--- src/rtl/nco_ctrl_pkg.sv ---
// Shared constants and state encoding for the NCO hop controller.
// Latency: n/a (declarations only).
// Backpressure: n/a.
package nco_ctrl_pkg;

  localparam int PHI_W_DEF      = 32;
  localparam int TBL_DEPTH_DEF  = 8;
  localparam int DWELL_W_DEF    = 16;
  localparam int SETTLE_CYC_DEF = 4;

  // Sequencer states, kept as plain 3-bit constants so older tools and
  // waveform scripts see stable codes.
  typedef logic [2:0] state_t;
  localparam state_t ST_IDLE   = 3'd0;
  localparam state_t ST_APPLY  = 3'd1;
  localparam state_t ST_SETTLE = 3'd2;
  localparam state_t ST_RUN    = 3'd3;
  localparam state_t ST_DONE   = 3'd4;

  // Index width for a table/counter of 'depth' entries, never below 1 bit.
  function automatic int idx_w(input int depth);
    return (depth > 1) ? $clog2(depth) : 1;
  endfunction

endpackage

--- src/rtl/nco_hop_ctrl_if.sv ---
// Bundles the hop controller's config, control and NCO-facing signals.
// Latency: n/a (wires only).
// Backpressure: n/a; the NCO side uses nco_valid_i as its only qualifier.
//   master : drives config/control and nco_valid_i, observes the controller
//   slave  : the controller itself
interface nco_hop_ctrl_if
  import nco_ctrl_pkg::*;
#(
  parameter int PHI_W     = PHI_W_DEF,
  parameter int TBL_DEPTH = TBL_DEPTH_DEF,
  parameter int DWELL_W   = DWELL_W_DEF
);
  localparam int AW = idx_w(TBL_DEPTH);

  logic               cfg_we;
  logic [AW-1:0]      cfg_addr;
  logic [PHI_W-1:0]   cfg_data;
  logic [AW-1:0]      last_idx;
  logic [DWELL_W-1:0] dwell;
  logic               loop_en;
  logic               start;
  logic               stop;
  logic               nco_valid_i;
  logic [PHI_W-1:0]   phi_inc_o;
  logic               nco_clken_o;
  logic [AW-1:0]      hop_idx_o;
  logic               hop_strobe_o;
  logic               sample_en_o;
  logic               busy_o;
  logic               done_o;

  modport master (
    output cfg_we, cfg_addr, cfg_data, last_idx, dwell, loop_en, start, stop,
           nco_valid_i,
    input  phi_inc_o, nco_clken_o, hop_idx_o, hop_strobe_o, sample_en_o,
           busy_o, done_o
  );

  modport slave (
    input  cfg_we, cfg_addr, cfg_data, last_idx, dwell, loop_en, start, stop,
           nco_valid_i,
    output phi_inc_o, nco_clken_o, hop_idx_o, hop_strobe_o, sample_en_o,
           busy_o, done_o
  );

endinterface

--- src/rtl/nco_hop_table.sv ---
// Hop table: phase increments written by config, read by the sequencer.
// Latency: write visible one cycle after the strobe; read is combinational.
// Backpressure: none; writes are accepted every cycle.
//   clk, reset_n      : clock, async active-low reset (clears all entries)
//   we, waddr, wdata  : synchronous write port
//   raddr, rdata      : asynchronous read port
module nco_hop_table
  import nco_ctrl_pkg::*;
#(
  parameter int PHI_W     = PHI_W_DEF,
  parameter int TBL_DEPTH = TBL_DEPTH_DEF,
  parameter int AW        = idx_w(TBL_DEPTH)
) (
  input  logic             clk,
  input  logic             reset_n,
  input  logic             we,
  input  logic [AW-1:0]    waddr,
  input  logic [PHI_W-1:0] wdata,
  input  logic [AW-1:0]    raddr,
  output logic [PHI_W-1:0] rdata
);

  logic [PHI_W-1:0] mem [TBL_DEPTH];

  always_ff @(posedge clk or negedge reset_n) begin
    if (!reset_n) begin
      for (int i = 0; i < TBL_DEPTH; i++) mem[i] <= '0;
    end else if (we && (32'(waddr) < TBL_DEPTH)) begin
      mem[waddr] <= wdata;
    end
  end

  // Out-of-range addresses (non power-of-two depth) read as zero.
  assign rdata = (32'(raddr) < TBL_DEPTH) ? mem[raddr] : '0;

endmodule

--- src/rtl/nco_hop_ctrl.sv ---
// Frequency-hop sequencer: walks the hop table, lets the NCO settle, counts dwell samples.
// Latency: phi_inc_o updates 1 cycle after APPLY; RUN starts SETTLE_CYC cycles later.
// Backpressure: none; nco_valid_i qualifies samples, stop aborts the next cycle.
//   clk, reset_n : clock, async active-low reset
//   bus (slave)  : table config, sequence control, NCO phi_inc/clken/valid, status
module nco_hop_ctrl
  import nco_ctrl_pkg::*;
#(
  parameter int PHI_W      = PHI_W_DEF,
  parameter int TBL_DEPTH  = TBL_DEPTH_DEF,
  parameter int DWELL_W    = DWELL_W_DEF,
  parameter int SETTLE_CYC = SETTLE_CYC_DEF
) (
  input  logic          clk,
  input  logic          reset_n,
  nco_hop_ctrl_if.slave bus
);

  localparam int            AW       = idx_w(TBL_DEPTH);
  localparam int            SW       = idx_w(SETTLE_CYC + 1);
  localparam logic [AW-1:0] LAST_MAX = AW'(TBL_DEPTH - 1);

  state_t             state;
  logic [AW-1:0]      idx;
  logic [AW-1:0]      last_s;
  logic [DWELL_W-1:0] dwell_s;
  logic [DWELL_W-1:0] dwell_cnt;
  logic [SW-1:0]      settle_cnt;
  logic [PHI_W-1:0]   phi_q;
  logic [PHI_W-1:0]   tbl_rd;
  logic               strobe_q;

  logic [AW-1:0]      last_clamped;
  logic [DWELL_W-1:0] dwell_eff;
  logic               samp;
  logic               hop_done;

  nco_hop_table #(
    .PHI_W     (PHI_W),
    .TBL_DEPTH (TBL_DEPTH),
    .AW        (AW)
  ) u_table (
    .clk     (clk),
    .reset_n (reset_n),
    .we      (bus.cfg_we),
    .waddr   (bus.cfg_addr),
    .wdata   (bus.cfg_data),
    .raddr   (idx),
    .rdata   (tbl_rd)
  );

  always_comb begin
    last_clamped = (bus.last_idx > LAST_MAX) ? LAST_MAX : bus.last_idx;
    // A dwell of 0 behaves as 1 so every hop consumes at least one sample.
    dwell_eff    = (dwell_s == '0) ? DWELL_W'(1) : dwell_s;
    samp         = (state == ST_RUN) && bus.nco_valid_i;
    hop_done     = samp && (dwell_cnt == dwell_eff - DWELL_W'(1));
  end

  always_ff @(posedge clk or negedge reset_n) begin
    if (!reset_n) begin
      state      <= ST_IDLE;
      idx        <= '0;
      last_s     <= '0;
      dwell_s    <= '0;
      dwell_cnt  <= '0;
      settle_cnt <= '0;
      phi_q      <= '0;
      strobe_q   <= 1'b0;
    end else begin
      strobe_q <= 1'b0;
      // stop overrides every transition, including the APPLY load, so the
      // NCO keeps whatever increment it was already running.
      if (bus.stop) begin
        state <= ST_IDLE;
      end else begin
        case (state)
          ST_IDLE: begin
            if (bus.start) begin
              state   <= ST_APPLY;
              idx     <= '0;
              last_s  <= last_clamped;
              dwell_s <= bus.dwell;
            end
          end
          ST_APPLY: begin
            // Table read is combinational, so a same-cycle write to this
            // address lands after the load: the old value is used.
            phi_q      <= tbl_rd;
            strobe_q   <= 1'b1;
            settle_cnt <= SW'(SETTLE_CYC - 1);
            state      <= ST_SETTLE;
          end
          ST_SETTLE: begin
            if (settle_cnt == '0) begin
              state     <= ST_RUN;
              dwell_cnt <= '0;
            end else begin
              settle_cnt <= settle_cnt - SW'(1);
            end
          end
          ST_RUN: begin
            if (hop_done) begin
              if (idx < last_s) begin
                idx   <= idx + AW'(1);
                state <= ST_APPLY;
              end else if (bus.loop_en) begin
                idx   <= '0;
                state <= ST_APPLY;
              end else begin
                state <= ST_DONE;
              end
            end else if (samp) begin
              dwell_cnt <= dwell_cnt + DWELL_W'(1);
            end
          end
          ST_DONE: state <= ST_IDLE;
          default: state <= ST_IDLE;
        endcase
      end
    end
  end

  assign bus.phi_inc_o    = phi_q;
  assign bus.hop_idx_o    = idx;
  assign bus.hop_strobe_o = strobe_q;
  assign bus.sample_en_o  = samp;
  assign bus.busy_o       = (state == ST_APPLY) || (state == ST_SETTLE) || (state == ST_RUN);
  assign bus.nco_clken_o  = bus.busy_o;
  assign bus.done_o       = (state == ST_DONE);

endmodule

--- src/flat_wrapper.sv ---
// flat-port wrapper written by rule: the top's interface ports become plain ports
module nco_hop_ctrl_flat import nco_ctrl_pkg::*;
#(
  parameter int PHI_W      = PHI_W_DEF,
  parameter int TBL_DEPTH  = TBL_DEPTH_DEF,
  parameter int DWELL_W    = DWELL_W_DEF,
  parameter int SETTLE_CYC = SETTLE_CYC_DEF
)
  (clk, reset_n, bus_cfg_we, bus_cfg_addr, bus_cfg_data, bus_last_idx, bus_dwell, bus_loop_en, bus_start, bus_stop, bus_nco_valid_i, bus_phi_inc_o, bus_nco_clken_o, bus_hop_idx_o, bus_hop_strobe_o, bus_sample_en_o, bus_busy_o, bus_done_o);
  nco_hop_ctrl_if #(.PHI_W(PHI_W), .TBL_DEPTH(TBL_DEPTH), .DWELL_W(DWELL_W)) bus_i ();
  input  logic clk;
  input  logic reset_n;
  input wire logic [$bits(bus_i.cfg_we)-1:0] bus_cfg_we;
  input wire logic [$bits(bus_i.cfg_addr)-1:0] bus_cfg_addr;
  input wire logic [$bits(bus_i.cfg_data)-1:0] bus_cfg_data;
  input wire logic [$bits(bus_i.last_idx)-1:0] bus_last_idx;
  input wire logic [$bits(bus_i.dwell)-1:0] bus_dwell;
  input wire logic [$bits(bus_i.loop_en)-1:0] bus_loop_en;
  input wire logic [$bits(bus_i.start)-1:0] bus_start;
  input wire logic [$bits(bus_i.stop)-1:0] bus_stop;
  input wire logic [$bits(bus_i.nco_valid_i)-1:0] bus_nco_valid_i;
  output wire logic [$bits(bus_i.phi_inc_o)-1:0] bus_phi_inc_o;
  output wire logic [$bits(bus_i.nco_clken_o)-1:0] bus_nco_clken_o;
  output wire logic [$bits(bus_i.hop_idx_o)-1:0] bus_hop_idx_o;
  output wire logic [$bits(bus_i.hop_strobe_o)-1:0] bus_hop_strobe_o;
  output wire logic [$bits(bus_i.sample_en_o)-1:0] bus_sample_en_o;
  output wire logic [$bits(bus_i.busy_o)-1:0] bus_busy_o;
  output wire logic [$bits(bus_i.done_o)-1:0] bus_done_o;
  assign bus_i.cfg_we = bus_cfg_we;
  assign bus_i.cfg_addr = bus_cfg_addr;
  assign bus_i.cfg_data = bus_cfg_data;
  assign bus_i.last_idx = bus_last_idx;
  assign bus_i.dwell = bus_dwell;
  assign bus_i.loop_en = bus_loop_en;
  assign bus_i.start = bus_start;
  assign bus_i.stop = bus_stop;
  assign bus_i.nco_valid_i = bus_nco_valid_i;
  assign bus_phi_inc_o = bus_i.phi_inc_o;
  assign bus_nco_clken_o = bus_i.nco_clken_o;
  assign bus_hop_idx_o = bus_i.hop_idx_o;
  assign bus_hop_strobe_o = bus_i.hop_strobe_o;
  assign bus_sample_en_o = bus_i.sample_en_o;
  assign bus_busy_o = bus_i.busy_o;
  assign bus_done_o = bus_i.done_o;
  nco_hop_ctrl #(.PHI_W(PHI_W), .TBL_DEPTH(TBL_DEPTH), .DWELL_W(DWELL_W), .SETTLE_CYC(SETTLE_CYC)) u_core (.clk(clk), .reset_n(reset_n), .bus(bus_i));
endmodule
--- config.mk ---
export PLATFORM = sky130hd
export DESIGN_NAME = nco_hop_ctrl_flat
export DESIGN_NICKNAME = d
export VERILOG_FILES = /design/src/rtl/nco_ctrl_pkg.sv /design/src/rtl/nco_hop_ctrl_if.sv /design/src/rtl/nco_hop_table.sv /design/src/rtl/nco_hop_ctrl.sv /design/src/flat_wrapper.sv
export SDC_FILE = /design/constraint.sdc
export NUM_CORES = 1
export LEC_CHECK = 0
export ABC_CLOCK_PERIOD_IN_PS = 4100
export CELL_PAD_IN_SITES_DETAIL_PLACEMENT = 1
export CELL_PAD_IN_SITES_GLOBAL_PLACEMENT = 2
export CORE_MARGIN = 2
export CORE_UTILIZATION = 44
export CTS_BUF_LIST = sky130_fd_sc_hd__clkbuf_8
export DETAILED_ROUTE_END_ITERATION = 16
export PLACE_DENSITY = 0.93
export SLEW_MARGIN = 20
export SYNTH_ARGS = -nofsm -noshare
export SYNTH_HDL_FRONTEND = slang
export SYNTH_SLANG_ARGS = --single-unit
export TNS_END_PERCENT = 20
--- constraint.sdc ---
create_clock -name clk -period 4.1 [get_ports clk]
set_input_delay 1.23 -clock clk [delete_from_list [all_inputs] [get_ports clk]]
set_output_delay 1.23 -clock clk [all_outputs]
set_load 0.005 [all_outputs]
---- Word-level counts from Yosys, hierarchy flattened ----
Cells that the tools add are included.
Widths: inputs -> output; s select.
operators by class
  add/subtract/negate cells ............... 4
  multiply operators ...................... 0
  div/mod/pow operators ................... 0
  $lt $le $gt $ge ......................... 5
  equal/unequal tests ..................... 15
  shift operators ......................... 0
  muxes and demuxes ....................... 28
  bitwise gates (word level) .............. 3
  reductions and logical operators ........ 17
operator list
  cell                   count
  $bwmux 256             1
  $bmux 32 s3            1
  $demux 32 s3           1
  $mux 32                3
  $mux 16                4
  $mux 3                 12
  $pmux 16 s2            1
  $add 16x1->16 const B  1
  $eq 16x16->1           1
  $logic_not 16->1       1
  $sub 16x1->16 const B  1
  $pmux 3 s2             2
  $pmux 3 s4             1
  $reduce_and 5->1       2
  $ne 3x2->1 const B     3
  $reduce_and 3->1       3
  $ge 4x4->1 const B     2
  $ne 2x2->1 const B     4
  $not 3->4              2
  $eq 3x2->1 const B     2
  $logic_not 3->1        2
  $reduce_bool 2->1      3
  $lt 4x1->1 const B     1
  $ne 2x1->1 const B     2
  other kinds (12)       16
word-level totals
  flip-flop bits (word level) ............. 333
  bits in latches ......................... 0
  memory bits (writable) .................. 0
  bits in read-only memories .............. 0
  output and inout bits ................... 40
  word-level logic and storage cells ...... 88
  memories kept ........................... 0

---- Longest topological paths before layout ----
  depth in word-level cells ............... 8
  gate-level depth with buffers ........... 14
  mapped depth without buffers ............ 11

---- Hierarchy ----
Synthesis repeated with hierarchy kept, for this count alone.
second synthesis, totals
  cells, all modules ...................... 1,067
  area, all modules ....................... 15,817.7 µm²
by module, submodules not included
  module         times used  cells an instance  area each (µm²)
  nco_hop_table  1           665                11,639.9
  nco_hop_ctrl   1           402                4,177.8

---- Worst setup path after synthesis ----
Ideal clock, no wire load.
  kind .................................... reg-to-reg
  start point ............................. register u_core.dwell_s[9]
  end point ............................... register u_core.idx[2] (netlist: u_core.bus.hop_idx_o[2])
  library setup time ...................... 0.131 ns
  data arrival time ....................... 3.572 ns
  required time ........................... 3.969 ns
  setup slack ............................. 0.397 ns
  stages on the path, launching flop included .. 14
  period minus slack after synthesis ...... 3.703 ns
  cells stage by stage .................... dfrtp_1 > or4_1 > buf_2 > nor2_1 > a21oi_1 > ha_1 > xnor2_1 > a2111oi_0 > nand4_1 > or4_1 > nor4_4 > buf_6 > nor4_1 > or3_1
on the way
  word-level cells in the longest chain between the ends .. 7
ends and longest elaborated chain
  item                            RTL line             RTL
  start, declared                 nco_hop_ctrl.sv:26   logic [DWELL_W-1:0] dwell_s;
  start signal, assigned          nco_hop_ctrl.sv:83   dwell_s <= bus.dwell;
  $logic_not 16->1                nco_hop_ctrl.sv:55   dwell_eff = (dwell_s == '0) ? DWELL_W'(1) : dwell_s;
  $mux 16 (*)                     nco_hop_ctrl.sv:55
  $sub 16x1->16 (*)               nco_hop_ctrl.sv:57   hop_done = samp && (dwell_cnt == dwell_eff - DWELL_W'(1));
  $eq 16x16->1 (*)                nco_hop_ctrl.sv:57
  $logic_and 1x1->1 (*)           nco_hop_ctrl.sv:57
  $ne 2x1->1 (no line) (*)        --
  $reduce_and 5->1 (no line) (*)  --
  end signal, assigned            nco_hop_ctrl.sv:105  idx <= idx + AW'(1);
  end, declared                   nco_hop_ctrl.sv:24   logic [AW-1:0] idx;
Every way passes the cells marked *; elsewhere a longest branch is shown, timed or not.
A chain may end at the register's enable or synchronous reset.

---- Worst setup path after layout ----
  start point ............................. input port bus_nco_valid_i
  end point ............................... output port bus_sample_en_o
on the way
  word-level cells in the longest chain between the ends .. 1
ends and longest elaborated chain
  item               RTL line            RTL
  start, declared    flat_wrapper.sv:21  input wire logic [$bits(bus_i.nco_valid_i)-1:0] bus_nco_valid_i;
  $logic_and 1x1->1  nco_hop_ctrl.sv:56  samp = (state == ST_RUN) && bus.nco_valid_i;
  end, declared      flat_wrapper.sv:26  output wire logic [$bits(bus_i.sample_en_o)-1:0] bus_sample_en_o;
Every way passes these cells.

==> results.md <==
* Status: complete, no violations
* Max_cap viols at 0
* Post-synth EDFFs at 0
* Final hold vios at 0
* Post-DP HPWL at 23.3 mm
* Worst Hold Launch: u_core.u_table.mem[27]$_DFFE_PN0P_
* Clock sinks at approximately 330
* Die footprint at 0.0367 sq mm
* Vias after detailed routing at 9809
* Fin crit share at 94.9%
* Number of I/O pins at slightly above 100
* Mapped Area at 0.0155 sq mm
* Worst Hold End: u_core.u_table.mem[27]$_DFFE_PN0P_
* Unrepaired setup endpoints after global routing: no
* Core area at 0.0345 sq mm
* Primary FF master, synth: dfrtp_1
* Synth top area cells: dfrtp_1 (54%), mux2_2 (20%), mux4_2 (9.3%)
* Placer Congestion at 0.812
* Hold path depth at 1
* Critical Path AT at 2660 ps
* Post-synthesis cell count at 1099
* Tmin final at 3890 ps
* Filler cell count at 3424
* Clock slew at reported path FFs at ~60 ps
* FF-to-FF Start: u_core.dwell_s[13]$_DFFE_PN0P_
* CP endpoint kind: output pin
* Avg Cell Area, Syn at 14.1 sq um
* Detailed Route WL at 38.5 mm
* GRT Residual Overflow at 0
* Final Skew at 33.4 ps
* Remaining DRCs at 0
* WP data required at 2870 ps
* Syn nets at 1167
* Final setup fails at 0
* Die Height at 191 microns
* Sequential cell area fraction in the yosys report at between 50% and 60%
* Number of library cell types mapped by synthesis at 65
* Iter 0 DRT Violations at 381
* Slew HR at 31.0%
* Achievable Freq at 0.257 GHz
* Area Growth Syn to Fin at 18.2%
* R2R Setup Slk at 310 ps
* VDD IR max at ~0.00028 V
* Reg2Reg Capture Point: u_core.dwell_cnt[2]$_DFFE_PN0P_
* Total Power at 9.57 mW
* Synth top area share at 53.9%
* WL/cell at 22.4 microns
* Initial antenna violation count at 2
* Std-Cell Rows at slightly below 70
* Leak pwr at 7.75 nW
* Dominant cell type by area after synthesis: dfrtp_1
* Most common cell after layout, fill and taps aside: dfrtp_1
* Hold-fix buffers, CTS at 0
* Worst-margin pin slew at approximately 1000 ps
* Vias in the first global route at 11200
* Clock Path Buffers at 3
* CTS tree: yes
* Die W at 191 microns
* Yosys warning total at 0
* Fin util at 52.9%
* Crit path kind: in2out
* GRT Util Overall at 21.8%
* First-pass GRT wire length at 62.3 mm
* Root Driver: clkbuf_8
* H-tree Lvls at 2
* Most frequent cells in the layout: dfrtp_1 (331), mux2_2 (275), clkdlybuf4s50_1 (99), clkbuf_8 (75), mux4_2 (64)
* Starting Density at 44.8%
* #FFs+latches synth at 333
* Critical Path Start Type: input port
* Final slew viol count at 0
* Min-delay worst type: reg2reg
* Post-synth ARST share at 100%
* Worst reg2reg path depth at 12
* Largest net degree at the start of global routing at 80
* IO buf count at 100
* DR pass1 iterations at 4
* CTS Buf Count at 56
* Power per Cell Area at 524 mW/mm^2
* Final ANT Viol Nets at 0
* Share of layout cells above drive strength 1 at between 30% and 40%
* Worst-path maximum fanout at 6
* Skew-Pair Late Insertion Delay at roughly 630 ps
* Nets at 1282
* Vias per cell at around 5.7
[report_power, final]
group / leakage [nW] / switching (mW) / internal (mW)
registers: 4.00 / 0.516 / 4.06
clock network: 0.700 / 1.38 / 1.71
logic: 3.05 / 0.725 / 1.18
[layer usage]
metal / GRT usage (%) / part of all wire [%] / up-vias
li1: - / - / 4339
met2: 37.8 / 52 / 153
met4: 5.21 / 1.3 / 2
met3: 3.58 / 3.5 / 44
met5: 0 / 0.026 / -
met1: 28.6 / 43 / 5271
[cell families after synthesis]
kind of cell / count (synthesis) / synth area share (%)
buffers and inverters: 81 / 2.09
xor gates and xnor gates: 15 / 0.850
muxes: 376 / 31.7
adders and majority gates: 7 / 0.566
AOI/OAI and AO/OA: 110 / 4.45
and+or+nand+nor: 177 / 6.42
DFF: 333 / 53.9
[cell usage after synthesis, drive strengths merged, types with 3 or more instances]
cell type and instances:
nand3 12, xor2 7, nor4 8, xnor2 8
nand2b 9, nor3b 6, nor2b 4, clkbuf 56
or4 7, mux2i 37, nand4 6, o211ai 6
nand4b 7, a21o 3, dfrtp 333, nand2 17
a31oi 3, and3b 3, nand3b 4, o221ai 4
and4 3, o31ai 3, or3 6, nor3 10
o21ai 16, mux4 64, a21oi 50, inv 10
and3 4, mux2 275, nor2 62, ha 7
buf 15
[per-stage QoR]
stage	instance area [sq um]	hold slack [ps]	cells	worst slack, ps	setup TNS [ps]
after global placement	17100	481	1611	71.2	0
after detailed placement	17100	489	1611	-112	-840
after global routing	18300	517	1715	25.3	0
after CTS	18300	503	1714	152	0
final	18300	501	1715	210	0
after floorplan	15500	474	1099	397	0
[registers in the layout (all words and copies together), names as in the netlist]
register / count
u_core.u_table.mem: 256
u_core.bus.phi_inc_o: 32
u_core.dwell_cnt: 16
u_core.state: 3
u_core.bus.hop_strobe_o: 1
u_core.bus.hop_idx_o: 3
u_core.settle_cnt: 3
u_core.last_s: 3
u_core.dwell_s: 16
[worst max-delay path by stage]
stage                                              start                             endpoint  slack (ps)  cells past startpoint
after floorplan            u_core.dwell_s[9]$_DFFE_PN0P_  u_core.bus.hop_idx_o[2]$_DFFE_PN0P_         400                     13
after global placement                   bus_nco_valid_i      u_core.dwell_cnt[9]$_DFFE_PN0P_          70                      9
after detailed placement                 bus_nco_valid_i      u_core.dwell_cnt[2]$_DFFE_PN0P_        -110                      9
after CTS                 u_core.dwell_s[13]$_DFFE_PN0P_      u_core.dwell_cnt[2]$_DFFE_PN0P_         150                     12
after global routing      u_core.dwell_s[13]$_DFFE_PN0P_     u_core.dwell_cnt[10]$_DFFE_PN0P_          30                     13
final                                    bus_nco_valid_i                      bus_sample_en_o         210                      5
[repair_timing]
| action | in CTS | in global routing |
|---|---|---|
| setup endpoints to repair | 0 | 18 |
| endpoints found under the hold margin | 0 | 0 |
| gates resized for setup | 0 | 3 |
| buffers inserted | 0 | 0 |
[final cells by class]
type                            instances  area (sq um)  share of cell area (%)
Sequential cell                       333          8340                    45.6
Clock buffer                           75          1030                    5.65
Antenna cell                            1          2.50                  0.0137
Multi-Input combinational cell        685          6840                    37.4
Clock inverter                         28           171                   0.938
Inverter                               10          37.5                   0.205
Timing Repair Buffer                  128          1280                    7.00
Tap cell                              455           569                    3.12
[critical path: stages]
cell and delay, ps:
clkdlybuf4s50_1 500, nand4b_2 160, buf_4 220, inv_2 50, clkdlybuf4s50_1 490
No activity file was read; power rests on OpenSTA's default activity.
